**src/rtl/noncon_responder.sv**
```systemverilog
`default_nettype none
// +----------------------------------------------------------------------------+
// | noncon_responder: accepts a request, emits n non-consecutive busy pulses,  |
// | then a one-cycle grant after d idle cycles. Optional SVA: NONCON_RESP_SVA_EN|
// | Revision: 1.0                                                              |
// +----------------------------------------------------------------------------+
module noncon_responder #(
  parameter int CFG_W = 4,
  parameter int CNT_W = 8
) (
  input  logic             clk,
  input  logic             rst_n,
  input  logic             req,
  input  logic [CFG_W-1:0] busy_pulses,
  input  logic [CFG_W-1:0] gnt_delay,
  output logic             busy,
  output logic             gnt,
  output logic             active,
  output logic [CNT_W-1:0] txn_cnt
);

  typedef enum logic [2:0] {
    IDLE = 3'd0,
    GAP  = 3'd1,
    HI   = 3'd2,
    WAIT = 3'd3,
    GNT  = 3'd4
  } state_t;

  state_t           r_state;
  state_t           w_state_nxt;
  logic [CFG_W-1:0] r_n;
  logic [CFG_W-1:0] r_d;
  logic [CFG_W-1:0] r_pulses;
  logic [CFG_W-1:0] r_waits;
  logic [CFG_W-1:0] w_n_nxt;
  logic [CFG_W-1:0] w_d_nxt;
  logic [CFG_W-1:0] w_pulses_nxt;
  logic [CFG_W-1:0] w_waits_nxt;

  always_comb begin
    w_state_nxt  = r_state;
    w_n_nxt      = r_n;
    w_d_nxt      = r_d;
    w_pulses_nxt = r_pulses;
    w_waits_nxt  = r_waits;
    case (r_state)
      IDLE: begin
        if (req) begin
          w_n_nxt      = busy_pulses;
          w_d_nxt      = gnt_delay;
          w_pulses_nxt = '0;
          w_waits_nxt  = '0;
          if (busy_pulses != '0)
            w_state_nxt = GAP;
          else if (gnt_delay != '0)
            w_state_nxt = WAIT;
          else
            w_state_nxt = GNT;
        end
      end
      GAP: w_state_nxt = HI;
      HI: begin
        // Counters run up toward the latched targets so late config edits cannot leak in.
        w_pulses_nxt = r_pulses + 1'b1;
        if (w_pulses_nxt != r_n)
          w_state_nxt = GAP;
        else if (r_d != '0)
          w_state_nxt = WAIT;
        else
          w_state_nxt = GNT;
      end
      WAIT: begin
        w_waits_nxt = r_waits + 1'b1;
        if (w_waits_nxt == r_d)
          w_state_nxt = GNT;
      end
      GNT:     w_state_nxt = IDLE;
      default: w_state_nxt = IDLE;
    endcase
  end

  always_ff @(posedge clk or negedge rst_n) begin
    if (!rst_n) begin
      r_state  <= IDLE;
      r_n      <= '0;
      r_d      <= '0;
      r_pulses <= '0;
      r_waits  <= '0;
      busy     <= 1'b0;
      gnt      <= 1'b0;
      active   <= 1'b0;
      txn_cnt  <= '0;
    end else begin
      r_state  <= w_state_nxt;
      r_n      <= w_n_nxt;
      r_d      <= w_d_nxt;
      r_pulses <= w_pulses_nxt;
      r_waits  <= w_waits_nxt;
      busy     <= (w_state_nxt == HI);
      gnt      <= (w_state_nxt == GNT);
      active   <= (w_state_nxt != IDLE);
      if (r_state == GNT)
        txn_cnt <= txn_cnt + 1'b1;
    end
  end

`ifdef NONCON_RESP_SVA_EN
  // Busy pulses seen since acceptance; must equal the latched n when gnt fires.
  logic [CFG_W-1:0] r_sva_busy_seen;

  always_ff @(posedge clk or negedge rst_n) begin
    if (!rst_n)
      r_sva_busy_seen <= '0;
    else if (r_state == IDLE && req)
      r_sva_busy_seen <= '0;
    else if (busy)
      r_sva_busy_seen <= r_sva_busy_seen + 1'b1;
  end

  a_pulses_before_gnt: assert property (@(posedge clk) disable iff (!rst_n)
    gnt |-> (r_sva_busy_seen == r_n));
  a_gnt_single: assert property (@(posedge clk) disable iff (!rst_n)
    gnt |=> !gnt);
  a_busy_noncons: assert property (@(posedge clk) disable iff (!rst_n)
    busy |=> !busy);
  a_busy_gnt_excl: assert property (@(posedge clk) disable iff (!rst_n)
    !(busy && gnt));
`endif

endmodule
`default_nettype wire

```
**config.mk**
```make
export PLATFORM = sky130hd
export DESIGN_NAME = noncon_responder
export DESIGN_NICKNAME = d
export VERILOG_FILES = /design/src/rtl/noncon_responder.sv
export SDC_FILE = /design/constraint.sdc
export NUM_CORES = 1
export LEC_CHECK = 0
export ABC_CLOCK_PERIOD_IN_PS = 4000
export BUFFER_PORTS_ARGS = -buffer_cell sky130_fd_sc_hd__buf_2
export CORE_MARGIN = 10
export CORE_UTILIZATION = 59
export CTS_CLUSTER_SIZE = 14
export DETAILED_ROUTE_END_ITERATION = 10
export HOLD_SLACK_MARGIN = 0.03
export PLACE_DENSITY = 0.82
export SLEW_MARGIN = 0
export SYNTH_ARGS = -nofsm -noshare
export SYNTH_HDL_FRONTEND = slang
export SYNTH_SLANG_ARGS = --single-unit
```
**constraint.sdc**
```tcl
create_clock -name clk -period 4 [get_ports clk]
set_clock_uncertainty 0.05 [all_clocks]
set_input_delay 0 -clock clk [delete_from_list [all_inputs] [get_ports clk]]
set_output_delay 0 -clock clk [all_outputs]
set_load 0.01 [all_outputs]
```
==> results.py <==
metrics = {
    "grt": {
        "grt_pass1_wl_um": 5457,
        "grt_max_degree": 31,
        "grt_util_all_layers_pct": 13.57,
        "antenna_found_initial": 0,
        "grt_pass1_vias": 1214,
        "grt_overflow": 0,
    },
    "cts": {
        "clock_path_buffers": 2,
        "clkSlewWorstSetupHoldPaths_ns": 0.10,
        "numCtsBuffers": 5,
        "htree_levels": 2,
        "cts_tree": "yes",
        "root_buffer": "clkbuf_4",
        "cts_sinks": 30,
        "clock_latency_ns": 0.33,
    },
    "drt": {
        "antenna_left": 0,
        "avgRoutedWirePerCell_um": 16.69,
        "wl_um": 3137,
        "via_count": 1103,
        "drt-pass1-iter-count": 4,
        "drc": 0,
        "drtIter0Drc": 36,
        "via_per_inst": 5.867,
    },
    "sta": {
        "slew_headroom_pct": 27.33,
        "fmax_mhz": 468.8,
        "holdWs_ns": 0.1748,
        "finalHoldViolCount": 0,
        "rsz0062_at_grt": "false",
        "tightest_slew_ns": 1.087,
        "period_needed_ns": 2.133,
        "min_period_over_period_pct": 53.32,
        "setup_viol": 0,
        "tns_ns": 0,
        "slew_violations": 0,
    },
    "synthesis": {
        "synthFlopType": "dfrtp_1",
        "ys_types": 32,
        "synthArstFlopShare_pct": 100.0,
        "synthCells": 124,
        "syn_area_per_cell_um2": 11.61,
        "yosys-top-cells-area": "dfrtp_1 (52%), xnor2_1 (7.9%), mux2_2 (7.0%)",
        "synth_top_area_cell": "dfrtp_1",
        "synth-edff-count": 0,
        "netlist_area_um2": 1440,
        "ys_warn_count": 0,
        "yosysSeqAreaShare_pct": 52.13,
        "ys_ff_latch": 30,
        "syn_nets": 138,
        "synth_top_area_share_pct": 52.13,
    },
    "power_and_ir_drop": {
        "ir_drop_v": 0.0005469,
        "p_leak_nw": 0.7966,
        "pwr-share-clk_pct": 17.9,
        "combPwrFrac_pct": 38.9,
        "p_per_area_nw_per_um2": 715.7,
        "p_sw_share_pct": 37.68,
        "p_int_uw": 780.8,
        "power_frac_seq_pct": 43.2,
        "power.switching_uw": 472.0,
    },
    "setup_path": {
        "crit_chain": "nor4b_2 -> nor2_1 -> o21ai_0 -> o21ai_0",
        "critPathRequiredTime_ns": 4.16,
        "worstPathArrival_ns": 2.30,
        "cpPeakStageDelay_ns": 0.93,
        "r2r_slack_ns": 1.87,
        "startpoint_type": "flop",
        "end_kind": "flop",
        "cpMaxStageDelayCell": "nor4b_2",
        "cp_max_fo": 12,
        "path_common_cell": "o21ai_0",
        "path_class": "reg2reg",
    },
    "place": {
        "place_inst": 170,
        "dpl_cell_area_um2": 1572,
        "place_congestion": 0.7788,
        "io_buffers": 21,
        "dp_hpwl_um": 2185,
    },
    "job": {
        "cap_viol_max_count": 0,
    },
    "floorplanning": {
        "dieArea_um2": 4817,
        "die_w_um": 69.41,
        "core-area_um2": 2276,
        "io_pins": 22,
        "die_h_um": 69.41,
        "start_util_pct": 63.28,
        "rows": 17,
    },
    "status": {
        "status": "completed",
    },
    "layout": {
        "nets": 173,
        "layout_common_cells": "dfrtp_1 (30), buf_2 (21), xnor2_1 (13)",
        "area_delta_synth_final_pct": 21.55,
        "finalInstanceArea_um2": 1750,
        "diodes": 0,
        "final_cells": 188,
        "layout-drive-gt1-share_pct": 26.25,
        "final_common_cell": "dfrtp_1",
    },
    "worst_hold_path": {
        "hp-class": "in2async",
    },
}
Yosys cell counts (2+ instances only):
cell / instances
nand3_1: 6
a22o_1: 3
inv_1: 2
o21ai_0: 7
dfrtp_1: 30
xor2_1: 6
mux2_2: 9
buf_2: 2
nand2_1: 8
xnor2_1: 13
ha_1: 3
o221ai_1: 4
or4_1: 2
nor2_1: 5
nor4_1: 6
nand4_1: 2
power by group through the flow:
stage / Clock [mW] / Combinational, mW / Sequential (mW)
finish: 0.224 / 0.488 / 0.541
global route: 0.241 / 0.547 / 0.562
CTS: 0.229 / 0.488 / 0.538
detailed placement: 0 / 0.481 / 0.542
global placement: 0 / 0.458 / 0.535
floorplan: 0 / 0.388 / 0.510
sequential cells by signal, indices dropped and copies added (netlist names), 3 cells and up:
name      count
r_n           4
r_pulses      4
r_d           4
txn_cnt       8
r_waits       4
r_state       3
layout make-up:
cell class	count	area, µm²
sequential	30	750.7
multi-input combinational	89	673.1
fill	159	525.5
timing repair buffer	31	205.2
clock buffer	8	78.83
tap	28	35.03
inverter	2	7.507
through the flow:
step,utilization [%],setup slack (ns),total power [mW]
after floorplan,-,2.336,0.8975
after global placement,69.05,2.006,0.9923
after detailed placement,69.05,1.899,1.023
after CTS,76.91,1.877,1.256
after global routing,76.91,1.631,1.350
final,76.91,1.867,1.253
path summary, 6_finish.rpt:
path,endpoint,from,depth (start not counted)
worst max-delay path,r_waits[2]$_DFFE_PN0P_,r_state[1]$_DFF_PN0_,4
worst min register to register,txn_cnt[7]$_DFFE_PN0N_,txn_cnt[7]$_DFFE_PN0N_,1
worst max register to register,r_waits[2]$_DFFE_PN0P_,r_state[1]$_DFF_PN0_,4
min in group clk,r_n[0]$_DFFE_PN0P_,busy_pulses[0],3
worst min-delay path,txn_cnt[1]$_DFFE_PN0N_,rst_n,2
max in group asynchronous,r_d[0]$_DFFE_PN0P_,rst_n,2
logic make-up after synthesis:
| logic type | Yosys count | share of synthesized area, % |
|---|---|---|
| mux | 9 | 7.038 |
| compound gates | 18 | 8.949 |
| simple gates | 40 | 16.16 |
| flops | 30 | 52.13 |
| buf+inv | 5 | 1.564 |
| fa+ha+maj | 3 | 2.607 |
| xor+xnor | 19 | 11.56 |
critical path: cells and delay by family, from the launching register on:
family           cells  cell delay [ns]
AO/OA/AOI/OAI        2             0.32
AND/OR/NAND/NOR      2             1.13
flip-flops           1             0.52
timing repair:
item                      CTS  global route
setup buffers               0             0
gates resized for setup     0             0
hold buffers               10             0
hold endpoints to repair   42             0
routing by layer:
| layer | vias to the layer above | share of wire [%] | global-route usage, % |
|---|---|---|---|
| met2 | 28 | 52 | 23.49 |
| met4 | 0 | 0.89 | 4.878 |
| met5 | - | 0 | 0 |
| met1 | 543 | 40 | 13.41 |
| li1 | 528 | - | - |
| met3 | 4 | 7.7 | 7.133 |
No activity file was read; power rests on OpenSTA's default activity.
